$ cat src/rtl/block_counter_mod_if.sv
// Control and display bundle for block_counter_mod.
// The board side drives SW/Mode/Load; the counter drives the count outputs.
interface block_counter_mod_if #(
    parameter int WIDTH = 4
);
    logic             SW;
    logic             Mode;
    logic             Load;
    logic [WIDTH-1:0] Load_value;
    logic [WIDTH-1:0] Output;
    logic             Tick;
    logic             Terminal;

    modport master (
        output SW, Mode, Load, Load_value,
        input  Output, Tick, Terminal
    );

    modport slave (
        input  SW, Mode, Load, Load_value,
        output Output, Tick, Terminal
    );
endinterface

$ cat src/rtl/block_counter_mod.sv
// Prescaled modulo-(MAX+1) up/down counter with load, tick and wrap pulses.
// Define COUNTER_SYNC_EN to add 2-flop synchronisers on SW, Mode and Load.
module block_counter_mod #(
    parameter int WIDTH = 4,
    parameter int MAX   = 9,
    parameter int DIV   = 25000000,
    parameter int PW    = 25
) (
    input  logic              clk_50M,
    input  logic              Reset,
    block_counter_mod_if.slave bus
);
    localparam logic [PW-1:0]    LP_PEND = PW'(DIV - 1);
    localparam logic [WIDTH-1:0] LP_MAX  = WIDTH'(MAX);

    logic [PW-1:0]    r_p;
    logic [WIDTH-1:0] r_cnt;
    logic             r_tick;
    logic             r_term;

    logic             w_tick;
    logic             w_sw;
    logic             w_mode;
    logic             w_load;
    logic [WIDTH-1:0] w_lv;
    logic [WIDTH-1:0] w_lv_clamp;
    logic [WIDTH-1:0] w_step;
    logic             w_wrap;

`ifdef COUNTER_SYNC_EN
    logic [1:0]       r_sw_s;
    logic [1:0]       r_mode_s;
    logic [1:0]       r_load_s;
    logic [WIDTH-1:0] r_lv_s1;
    logic [WIDTH-1:0] r_lv_s2;

    // Load_value rides the same two stages so it lines up with Load.
    always_ff @(posedge clk_50M) begin
        if (Reset) begin
            r_sw_s   <= '0;
            r_mode_s <= '0;
            r_load_s <= '0;
            r_lv_s1  <= '0;
            r_lv_s2  <= '0;
        end else begin
            r_sw_s   <= {r_sw_s[0], bus.SW};
            r_mode_s <= {r_mode_s[0], bus.Mode};
            r_load_s <= {r_load_s[0], bus.Load};
            r_lv_s1  <= bus.Load_value;
            r_lv_s2  <= r_lv_s1;
        end
    end

    assign w_sw   = r_sw_s[1];
    assign w_mode = r_mode_s[1];
    assign w_load = r_load_s[1];
    assign w_lv   = r_lv_s2;
`else
    assign w_sw   = bus.SW;
    assign w_mode = bus.Mode;
    assign w_load = bus.Load;
    assign w_lv   = bus.Load_value;
`endif

    assign w_tick     = (r_p == LP_PEND);
    assign w_lv_clamp = (w_lv > LP_MAX) ? LP_MAX : w_lv;

    always_comb begin
        w_step = r_cnt;
        w_wrap = 1'b0;
        if (!w_mode) begin
            if (r_cnt == LP_MAX) begin
                w_step = '0;
                w_wrap = 1'b1;
            end else begin
                w_step = r_cnt + WIDTH'(1);
            end
        end else begin
            if (r_cnt == '0) begin
                w_step = LP_MAX;
                w_wrap = 1'b1;
            end else begin
                w_step = r_cnt - WIDTH'(1);
            end
        end
    end

    // Load beats a coincident tick; the step is dropped and Terminal stays low.
    always_ff @(posedge clk_50M) begin
        if (Reset) begin
            r_p    <= '0;
            r_cnt  <= '0;
            r_tick <= 1'b0;
            r_term <= 1'b0;
        end else begin
            r_p    <= w_tick ? '0 : r_p + PW'(1);
            r_tick <= w_tick;
            r_term <= 1'b0;
            if (w_load) begin
                r_cnt <= w_lv_clamp;
            end else if (w_tick && w_sw) begin
                r_cnt  <= w_step;
                r_term <= w_wrap;
            end
        end
    end

    assign bus.Output   = r_cnt;
    assign bus.Tick     = r_tick;
    assign bus.Terminal = r_term;
endmodule

$ cat src/flat_wrapper.sv
// flat-port wrapper written by rule: the top's interface ports become plain ports
module block_counter_mod_flat 
#(
    parameter int WIDTH = 4,
    parameter int MAX   = 9,
    parameter int DIV   = 25000000,
    parameter int PW    = 25
)
  (clk_50M, Reset, bus_SW, bus_Mode, bus_Load, bus_Load_value, bus_Output, bus_Tick, bus_Terminal);
  block_counter_mod_if #(.WIDTH(WIDTH)) bus_i ();
  input  logic clk_50M;
  input  logic Reset;
  input wire logic [$bits(bus_i.SW)-1:0] bus_SW;
  input wire logic [$bits(bus_i.Mode)-1:0] bus_Mode;
  input wire logic [$bits(bus_i.Load)-1:0] bus_Load;
  input wire logic [$bits(bus_i.Load_value)-1:0] bus_Load_value;
  output wire logic [$bits(bus_i.Output)-1:0] bus_Output;
  output wire logic [$bits(bus_i.Tick)-1:0] bus_Tick;
  output wire logic [$bits(bus_i.Terminal)-1:0] bus_Terminal;
  assign bus_i.SW = bus_SW;
  assign bus_i.Mode = bus_Mode;
  assign bus_i.Load = bus_Load;
  assign bus_i.Load_value = bus_Load_value;
  assign bus_Output = bus_i.Output;
  assign bus_Tick = bus_i.Tick;
  assign bus_Terminal = bus_i.Terminal;
  block_counter_mod #(.WIDTH(WIDTH), .MAX(MAX), .DIV(DIV), .PW(PW)) u_core (.clk_50M(clk_50M), .Reset(Reset), .bus(bus_i));
endmodule
$ cat config.mk
export PLATFORM = sky130hd
export DESIGN_NAME = block_counter_mod_flat
export DESIGN_NICKNAME = d
export VERILOG_FILES = /design/src/rtl/block_counter_mod_if.sv /design/src/rtl/block_counter_mod.sv /design/src/flat_wrapper.sv
export SDC_FILE = /design/constraint.sdc
export NUM_CORES = 1
export LEC_CHECK = 0
export ABC_CLOCK_PERIOD_IN_PS = 5050
export CAP_MARGIN = 15
export CELL_PAD_IN_SITES_DETAIL_PLACEMENT = 1
export CELL_PAD_IN_SITES_GLOBAL_PLACEMENT = 2
export CORE_UTILIZATION = 37
export CTS_CLUSTER_SIZE = 14
export DETAILED_ROUTE_END_ITERATION = 16
export PLACE_DENSITY = 0.89
export SYNTH_ARGS = -nofsm -noshare
export SYNTH_HDL_FRONTEND = slang
export SYNTH_SLANG_ARGS = --single-unit
$ cat constraint.sdc
create_clock -name clk_50M -period 5.05 [get_ports clk_50M]
set_input_delay 0.505 -clock clk_50M [delete_from_list [all_inputs] [get_ports clk_50M]]
set_output_delay 0.505 -clock clk_50M [all_outputs]
set_load 0.1 [all_outputs]
==> PnR_summary.wiki, run 1 <==
{| class="wikitable"
! Metric !! Value
|-
| Outcome || completed
|-
| Part of the cycle the worst path needs || 48.6%
|-
| Floorplan die height || 67.2 microns
|-
| Std cell rows || 23
|-
| IO Port Bufs || 14
|-
| TritonCTS Buffers || 5
|-
| Combined buffer and inverter count along the critical path || 1
|-
| Warnings from Yosys || 0
|-
| Starting Density || 39.0%
|-
| RSZ-0062 raised after global routing || no
|-
| Kind of start point of the critical path || flip-flop
|-
| Die area || 4510 sq um
|-
| Syn_nets || approximately 190
|-
| Top delay family on crit path || buffers and inverters
|-
| Yosys top cell by area || dfxtp_1
|-
| Largest incremental delay on the critical path || 1.19 ns
|-
| Fin nets || 208
|-
| # H-tree levels || 2
|-
| Post CTS Setup Buffer Count || 0
|-
| Cell types with the largest area share after synthesis || dfxtp_1 (39%), nor2_1 (7.9%), xor2_1 (7.8%), xnor2_1 (5.6%), nand3_1 (4.1%)
|-
| Post-Route Setup TNS || 0 ns
|-
| Cell area after synthesis || 1570 sq um
|-
| Initial drt markers || between 50 and 60
|-
| Number of flops mapped to enable cells by yosys || 0
|-
| Shortest period the worst path allows || about 2.5 ns
|-
| Sort of element at the end of the critical path || output port
|-
| Die Span X || 67.2 microns
|-
| Clock slew at the register clock pins of the worst setup and hold paths || 0.06 ns
|-
| Root buf cell || clkbuf_8
|-
| Type of the worst setup path || flip-flop to output port
|-
| Vias per std cell || between 5 and 6
|-
| Quantity of hold-fixing buffers added after cts || 0
|-
| Distinct cell type count after synthesis || 40
|-
| Critical-path top delay cell || clkdlybuf4s50_1
|-
| Share of Yosys cell area claimed by the top area cell type || 39.5%
|-
| Proportion of synthesized flip-flops having asynchronous set or reset || 0%
|-
| Total grt overflow || 0
|-
| Multi-input combinational cell area || 922 sq um
|-
| Clock latency on the worst-skew pair || about 0.29 ns
|-
| Metal-1 WL || 1760 microns
|-
| Vias in the first global route || around 1300
|-
| Top layer used by detailed routing || met4
|-
| Count of inserted antenna diode cells || 0
|-
| Layout overhead on the synthesized area || 17.7%
|-
| Maximum number of pins on one net before global-route repair || 15
|-
| Maximum fanout along the worst path || 8
|-
| Standard cell area after detailed placement || roughly 1800 sq um
|-
| Peak supply drop || 0.000101 V
|-
| Average wire length per cell after detail routing || ~15 microns
|-
| Initial antenna violation count || 0
|-
| Detailed-route via count || around 1300
|-
| Achievable Freq || 0.407 GHz
|-
| Final setup fails || 0
|-
| Share of layout cells above drive strength 1 || 10.1%
|-
| Least-Margin Pin Slew || slightly below 1 ns
|-
| Number of synthesized register bits || 31
|-
| Required time reported for the critical path endpoint || 4.55 ns
|-
| Overall fraction of global-route tracks in use || 18.9%
|-
| Area taken by flip-flops and latches || 621 sq um
|-
| Number of resized instances in the post-cts repair step || 0
|-
| Antenna-violating nets left || 0
|-
| Number of hold violations in the final report || 0
|-
| Buffer levels on the longest clock path || 2
|-
| Share of the yosys chip area belonging to registers || around two fifths
|-
| Critical path arrival || just under 2 ns
|-
| Post-Synthesis Cells || 179
|-
| Dominant register cell in the synthesized netlist || dfxtp_1
|-
| Fillcell total || 499
|-
| Clock sinks || 31
|-
| Clock tree from TritonCTS || yes
|-
| Boundary Pins || 15
|-
| Synthesized area per cell || between 8 and 9 sq um
|-
| Global-route wire length before repair || between 6000 and 7000 microns
|-
| Amount of wire on met2 after detailed routing || 1720 microns
|-
| CP cell instances || clkdlybuf4s50_1
|-
| Most frequent cell after synthesis || nor2_1
|-
| DR DRC count || 0
|-
| Core area || 4030 sq um
|-
| DRT Pass-1 Iters || 4
|-
| Final max-slew violation count || 0
|-
| Met3 WL post-DR || 96 microns
|-
| Leakage || approximately 0.00067 uW
|-
| Register-to-register path setup slack || 2.71 ns
|-
| Weighted congestion at the end of routability-driven global placement || ~0.81
|-
| Pwr per Cell Area || 266 nW/um^2
|-
| Total wire length after detailed routing || 3670 microns
|-
| Post-synth top cells || nor2_1 (33), dfxtp_1 (31), xor2_1 (14)
|-
| Final setup skew || between 0.0015 and 0.002 ns
|-
| Design Area, Final || 1850 sq um
|-
| Path type of the worst min-delay path || flip-flop to flip-flop
|-
| Maximum capacitance violations || 0
|-
| Half-perimeter wire length after detailed placement || approximately 2700 microns
|-
| Worst relative slew slack || between 30 and 40%
|}
[layout make-up]
type	instances	area share (%)
multi-input combinational	141	49.9
sequential	31	33.6
timing repair buffer	15	7.98
clock buffer	7	4.13
tap	50	3.38
inverter	4	0.812
clock inverter	1	0.271
[cell usage in the layout (no fill, tap or decap), drive strengths merged, types with 3 or more instances in the layout]
cell | synthesis | final
nand4 | 6 | 6
nor3 | 6 | 6
clkdlybuf4s50 | 0 | 14
nor4b | 3 | 3
xor2 | 14 | 14
xnor2 | 10 | 10
clkbuf | 1 | 7
o21ai | 3 | 3
nor2 | 33 | 33
nand2b | 3 | 3
inv | 4 | 4
nand2 | 13 | 13
dfxtp | 31 | 31
nand3 | 14 | 14
nor4 | 6 | 6
and3 | 6 | 6
[final timing paths]
kind / start / to / cells after the start
max: u_core.bus.Output[3] / bus_Output[3] / 1
min: u_core.r_p[0] / u_core.r_p[0] / 1
max reg2reg: u_core.r_p[0] / u_core.r_p[11] / 6
min reg2reg: u_core.r_p[0] / u_core.r_p[0] / 1
[power by group]
group	internal, uW	switching [uW]	total (uW)	leakage [uW]
combinational	18.9	31.7	50.5	0.000372
clock	96.4	90.9	187	0.0000422
sequential	249	5.87	255	0.000251
[per-layer routing]
layer | vias to the layer above | global-route usage (%)
li1 | 672 | -
met1 | 645 | 22.5
met2 | 14 | 31.3
met3 | 8 | 4.56
met4 | 0 | 10.4
met5 | - | 0
[flip-flops by register name (all words and copies together) (netlist names)]
register	count
u_core.bus.Tick	1
u_core.bus.Terminal	1
u_core.bus.Output	4
u_core.r_p	25
[per-stage QoR]
step	power, uW	util (%)	hold slack, ns	setup slack, ns	std cells
floorplan	293	-	0.430	3.06	179
global placement	309	43.9	0.443	2.84	241
detailed placement	311	43.9	0.484	2.70	241
CTS	499	45.9	0.495	2.59	249
global route	517	45.9	0.521	2.54	249
finish	492	45.9	0.486	2.59	249
[cells by family (layout without fill, tap and decap cells)]
family	after synthesis	after routing	synth area share [%]
flops	31	31	39.5
xor+xnor	24	24	13.4
fa+ha+maj	1	1	0.796
simple gates	99	99	35.7
compound gates	14	14	6.85
mux	3	3	1.99
buf+inv	7	27	1.83
(Power assumes the default switching activity.)
==> run 2: changes to the inputs <==
Settings changed: ABC_CLOCK_PERIOD_IN_PS 5050 to 2400, CORE_UTILIZATION 37 to 34, PLACE_DENSITY 0.89 to 0.83.
Clock period 5.05 ns to 2.4 ns, I/O delays scaled along.
==> run 2 against run 1 <==
  * Sequential cell count is the same
  * Die area is 8.6% higher
  * Clock skew up 0.0017 ns
  * Sequential power is 110% higher
  * Total power is 120% higher
  * Non-clock buffer count is 3 higher
  * Clock power up 140%
  * Cell count is 2.0% higher
  * Design area is 1.6% higher
  * Largest power group unchanged
  * Highest routed layer unchanged
==> PnR_summary.wiki, run 2 (same netlist as run 1, synthesis figures left out) <==
{| class="wikitable"
! Metric !! Value
|-
| Final setup skew || 0.00343 ns (+0.00171 ns)
|-
| Buffer levels on the longest clock path || 2 (unchanged)
|-
| Share of layout cells above drive strength 1 || 14.9% (+4.8 points)
|-
| Register bank with the most flops || u_core.r_p
|-
| Half-perimeter wire length after detailed placement || 2800 microns (+3.0%)
|-
| IO Port Bufs || 14 (unchanged)
|-
| Count of inserted antenna diode cells || 0 (unchanged)
|-
| Worst relative slew slack || 72.4% (+38 points)
|-
| Leakage || 0.000701 uW (+5.4%)
|-
| Initial drt markers || 59 (+1.7%)
|-
| Floorplan die height || 70.0 microns (+4.2%)
|-
| Antenna-violating nets left || 0 (unchanged)
|-
| Initial antenna violation count || 0 (unchanged)
|-
| Least-Margin Pin Slew || 0.411 ns (-0.575 ns)
|-
| Vias per std cell || 5.44 (+1.2%)
|-
| Post CTS Setup Buffer Count || 0 (unchanged)
|-
| Max reg flops || 25 (unchanged)
|-
| Total wire length after detailed routing || 3730 microns (+1.8%)
|-
| Overall fraction of global-route tracks in use || 17.3% (-1.7 points)
|-
| Global-route wire length before repair || 6710 microns (+8.1%)
|-
| Vias in the first global route || 1426 (+6.7%)
|-
| Core area || 4380 sq um (+8.8%)
|-
| Fin nets || 211 (+1.4%)
|-
| Maximum number of pins on one net before global-route repair || 15 (unchanged)
|-
| Final setup fails || 0 (unchanged)
|-
| Maximum fanout along the worst path || 6 (-2)
|-
| Pwr Total || 1100 uW (+120%)
|-
| Part of the cycle the worst path needs || 83.9%
|-
| DRT Pass-1 Iters || 4 (unchanged)
|-
| Peak supply drop || 0.000327 V (+220%)
|-
| Boundary Pins || 15 (unchanged)
|-
| Kind of start point of the critical path || flip-flop
|-
| Achievable Freq || 0.497 GHz
|-
| Sort of element at the end of the critical path || flip-flop
|-
| Critical path arrival || 2.20 ns (+0.25 ns)
|-
| Number of hold violations in the final report || 0 (unchanged)
|-
| Detailed-route via count || 1382 (+3.2%)
|-
| Die area || 4900 sq um (+8.6%)
|-
| TritonCTS Buffers || 5 (unchanged)
|-
| Average wire length per cell after detail routing || 14.7 microns (-0.23%)
|-
| Type of the worst setup path || flip-flop to flip-flop
|-
| # H-tree levels || 2 (unchanged)
|-
| Weighted congestion at the end of routability-driven global placement || 0.794 (-2.1%)
|-
| Number of resized instances in the post-cts repair step || 0 (unchanged)
|-
| Final max-slew violation count || 0 (unchanged)
|-
| Die Span X || 70.0 microns (+4.2%)
|-
| Root buf cell || clkbuf_8
|-
| Clock tree from TritonCTS || yes
|-
| Shortest period the worst path allows || around 2.0 ns
|-
| Clock slew at the register clock pins of the worst setup and hold paths || 0.06 ns (about the same)
|-
| Std cell rows || 24 (+4.3%)
|-
| Clock sinks || 31 (unchanged)
|-
| Maximum capacitance violations || 0 (unchanged)
|-
| Total grt overflow || 0 (unchanged)
|-
| Clock latency on the worst-skew pair || 0.28 ns (about the same)
|-
| Quantity of hold-fixing buffers added after cts || 0 (unchanged)
|-
| Pwr per Cell Area || 584 nW/um^2 (+120%)
|-
| DR DRC count || 0 (unchanged)
|-
| Starting Density || 35.8% (-3.2 points)
|-
| Commonest non-fill, non-tap cells in the layout || nor2_1 (33), dfxtp_1 (31), xor2_1 (14), nand2_1 (13), nand3_1 (13)
|-
| Post-Route Setup TNS || 0 ns (unchanged)
|-
| Layout overhead on the synthesized area || 19.5%
|-
| Path type of the worst min-delay path || flip-flop to flip-flop
|-
| Register-to-register path setup slack || 0.39 ns (-2.32 ns)
|-
| Most common cell after layout, fill and taps aside || nor2_1
|-
| Required time reported for the critical path endpoint || 2.59 ns (-1.96 ns)
|-
| Outcome || completed
|-
| RSZ-0062 raised after global routing || no
|}
==> run 2: cell types whose count changed in the layout (fill, tap and decap cells not counted) <==
cell / delta
clkdlybuf4s50_1: -6
clkinv_2: -1
clkbuf_8: +2
clkbuf_1: -1
buf_4: +9
==> run 2: critical path: stages, from the launching register on <==
cell and delay [ns]:
dfxtp_1 0.37, ha_1 0.24, and4_1 0.28, nand4_1 0.18, nor4_4 0.35, a211oi_1 0.15, a2111oi_2 0.33
==> run 2: worst paths after layout <==
kind            startpoint  depth (start not counted)                   end
max          u_core.r_p[0]                          6  u_core.bus.Output[1]
min          u_core.r_p[0]                          1         u_core.r_p[0]
max reg2reg  u_core.r_p[0]                          6  u_core.bus.Output[1]
min reg2reg  u_core.r_p[0]                          1         u_core.r_p[0]
==> run 2: layout make-up <==
class,instances,area [sq um]
fillers,538,2510
multi-input cells,141,922
flip-flops and latches,31,621
repair buffers,18,155
clock buffers,8,100
well taps,52,65.1
inverters,4,15.0
==> run 2: power breakdown <==
group	switching [uW]	internal [uW]	leakage [uW]	total, uW
logic	67.5	39.3	0.000398	107
clock network	193	261	0.0000515	454
registers	12.8	523	0.000251	536
total	273	824	0.000701	1100
==> run 2: through the flow <==
step / std cells / hold WS [ns] / util [%] / cell area [sq um] / setup WS [ns]
floorplan: 179 / 0.309 / - / 1570 / 0.411
global placement: 246 / 0.442 / 40.6 / 1780 / 0.478
detailed placement: 246 / 0.470 / 40.6 / 1780 / 0.390
CTS: 254 / 0.485 / 42.8 / 1880 / 0.376
global route: 254 / 0.521 / 42.8 / 1880 / 0.179
finish: 254 / 0.472 / 42.8 / 1880 / 0.387
==> run 2: routing by layer <==
metal	part of all wire, %	vias to the layer above	wire length (microns)	track usage, %
met5	0	-	0	0
met4	1.3	0	48	4.67
met3	3.6	6	135	5.48
met2	48	16	1790	28.3
met1	47	683	1760	21.8
li1	-	677	-	-
==> run 3: changes to the inputs <==
Settings changed: ABC_CLOCK_PERIOD_IN_PS 2400 to 2000.
Clock period 2.4 ns to 2 ns, I/O delays scaled along.
==> run 3 against run 2 <==
  * Critical path depth grew 1
  * Sequential cell count is the same
  * Via count shrank 1.6%
  * Critical path type unchanged
==> PnR_summary.wiki, run 3 (same netlist as run 1, synthesis figures left out) <==
{| class="wikitable"
! Metric !! Value
|-
| Outcome || completed
|-
| Most common cell after layout, fill and taps aside || nor2_1
|-
| Buffer levels on the longest clock path || 2 (unchanged)
|-
| TritonCTS Buffers || 5 (unchanged)
|-
| Multi-input combinational cell area || 932 sq um (+1.1%)
|-
| Register bank with the most flops || u_core.r_p
|-
| Floorplan die height || 70.0 microns (unchanged)
|-
| Part of the cycle the worst path needs || 92.6% (+8.7 points)
|-
| Core area || 4380 sq um (unchanged)
|-
| Clock tree from TritonCTS || yes
|-
| IO Port Bufs || 14 (unchanged)
|-
| Pwr per Cell Area || 738 nW/um^2 (+26%)
|-
| Path type of the worst min-delay path || flip-flop to flip-flop
|-
| Least-Margin Pin Slew || 0.366 ns (-0.0450 ns)
|-
| Number of stages on the worst hold path || 1 (unchanged)
|-
| Critical path arrival || 2.04 ns (-0.16 ns)
|-
| Root buf cell || clkbuf_8
|-
| Global-route wire length before repair || 6260 microns (-6.7%)
|-
| RSZ-0062 raised after global routing || no
|-
| Half-perimeter wire length after detailed placement || 2850 microns (+1.7%)
|-
| Vias per std cell || 5.31 (-2.4%)
|-
| Total grt overflow || 0 (unchanged)
|-
| Cell count of the worst reg-to-reg path || 7 (+1)
|-
| Fillcell total || 535 (-0.56%)
|-
| Fin nets || 213 (+0.95%)
|-
| Std cell rows || 24 (unchanged)
|-
| Commonest non-fill, non-tap cells in the layout || nor2_1 (33), dfxtp_1 (31), xor2_1 (14), nand2_1 (13), nand3_1 (13)
|-
| Sort of element at the end of the critical path || flip-flop
|-
| Clock latency on the worst-skew pair || 0.28 ns (about the same)
|-
| Initial drt markers || 90 (+53%)
|-
| Min Hold Slack || 0.467 ns (-0.00494 ns)
|-
| Overall fraction of global-route tracks in use || 16.0% (-1.2 points)
|-
| Clock sinks || 31 (unchanged)
|-
| Die area || 4900 sq um (unchanged)
|-
| Critical-path top delay cell || dfxtp_1
|-
| Average wire length per cell after detail routing || 14.8 microns (+0.95%)
|-
| Final max-slew violation count || 0 (unchanged)
|-
| Setup Slack @ Placement || 0.0790 ns (-0.311 ns)
|-
| Starting Density || 35.8% (unchanged)
|-
| Area taken by flip-flops and latches || 621 sq um (unchanged)
|-
| Count of inserted antenna diode cells || 0 (unchanged)
|-
| DRT Pass-1 Iters || 4 (unchanged)
|-
| DR DRC count || 0 (unchanged)
|-
| Detailed-route via count || 1360 (-1.6%)
|-
| Shortest period the worst path allows || 1.85 ns (-0.161 ns)
|-
| Peak supply drop || 0.000361 V (+10%)
|-
| Achievable Freq || 0.540 GHz (+8.7%)
|-
| # H-tree levels || 2 (unchanged)
|-
| Layout overhead on the synthesized area || 22.2%
|-
| Post-Route Setup TNS || 0 ns (unchanged)
|-
| Initial antenna violation count || 0 (unchanged)
|-
| CP cell instances || ha_2 -> and4_1 -> nand4_1 -> nor4_4 -> buf_4 -> nor2_1 -> o41ai_2
|-
| Top delay family on crit path || simple AND/OR/NAND/NOR gates
|-
| Required time reported for the critical path endpoint || 2.19 ns (-0.40 ns)
|-
| Combined buffer and inverter count along the critical path || 1 (+1)
|-
| Clock slew at the register clock pins of the worst setup and hold paths || 0.07 ns (about the same)
|-
| Setup ws final || 0.148 ns (-0.239 ns)
|-
| Final setup fails || 0 (unchanged)
|-
| Maximum number of pins on one net before global-route repair || 15 (unchanged)
|-
| Total stage count of the critical path || 7 (+1)
|-
| Quantity of hold-fixing buffers added after cts || 0 (unchanged)
|-
| Maximum capacitance violations || 0 (unchanged)
|-
| Share of layout cells above drive strength 1 || 17.2% (+2.3 points)
|-
| Die Span X || 70.0 microns (unchanged)
|-
| Type of the worst setup path || flip-flop to flip-flop
|-
| Leakage || 0.000725 uW (+3.4%)
|-
| Weighted congestion at the end of routability-driven global placement || 0.789 (-0.58%)
|-
| Number of hold violations in the final report || 0 (unchanged)
|-
| Total wire length after detailed routing || 3800 microns (+1.7%)
|-
| Final setup skew || 0.0100 ns (+0.00660 ns)
|-
| Antenna-violating nets left || 0 (unchanged)
|-
| Max reg flops || 25 (unchanged)
|-
| Largest incremental delay on the critical path || 0.37 ns (about the same)
|-
| Worst relative slew slack || 75.5% (+3.1 points)
|-
| Boundary Pins || 15 (unchanged)
|-
| Kind of start point of the critical path || flip-flop
|-
| Maximum fanout along the worst path || 5 (-1)
|-
| Vias in the first global route || 1300 (-8.8%)
|}
[run 3: cell count changes in the layout (fill, tap and decap cells not counted)]
cell | before | now
bufinv_16 | 0 | 1
buf_4 | 10 | 12
clkbuf_1 | 1 | 0
o41ai_2 | 0 | 1
ha_1 | 1 | 0
clkinv_2 | 0 | 1
ha_2 | 0 | 1
clkbuf_8 | 7 | 6
o41ai_1 | 1 | 0
[run 3: stage by stage]
step / area, sq um / utilization (%) / power [uW] / std cells
3_5_place_dp: 1790 / 40.9 / 785 / 248
5_1_grt: 1920 / 43.8 / 1480 / 256
6_report: 1920 / 43.8 / 1420 / 256
2_1_floorplan: 1570 / - / 741 / 179
3_3_place_gp: 1790 / 40.9 / 781 / 248
4_1_cts: 1910 / 43.6 / 1430 / 256
[run 3: area by class of cell]
class                      count  area share (%)
clock buffer                   6            4.30
multi-input combinational    141            48.5
sequential                    31            32.3
tap                           52            3.39
timing repair buffer          20            8.86
inverter                       4           0.782
clock inverter                 2            1.82
[run 3: worst paths after layout]
kind,start,end,slack [ns]
min,u_core.r_p[0],u_core.r_p[0],0.47
min reg2reg,u_core.r_p[0],u_core.r_p[0],0.47
max,u_core.r_p[0],u_core.bus.Output[2],0.15
max reg2reg,u_core.r_p[0],u_core.bus.Output[2],0.15
[run 3: power by group]
| part | switching (uW) | internal (uW) |
|---|---|---|
| Clock | 241 | 403 |
| Combinational | 82.7 | 48.4 |
| Sequential | 16.0 | 628 |
| Total | 339 | 1080 |
[run 3: per-layer routing]
layer | routed length (microns) | global-route usage (%) | share of wire, %
met5 | 0 | 0 | 0
met1 | 1790 | 20.7 | 47
met2 | 1860 | 26.2 | 49
met4 | 31 | 4.00 | 0.82
met3 | 111 | 4.62 | 2.9
[run 3: repair_timing]
| item | CTS | global route |
|---|---|---|
| resized for setup | 0 | 2 |
| buffers inserted | 0 | 0 |
| setup endpoints to repair | 0 | 1 |
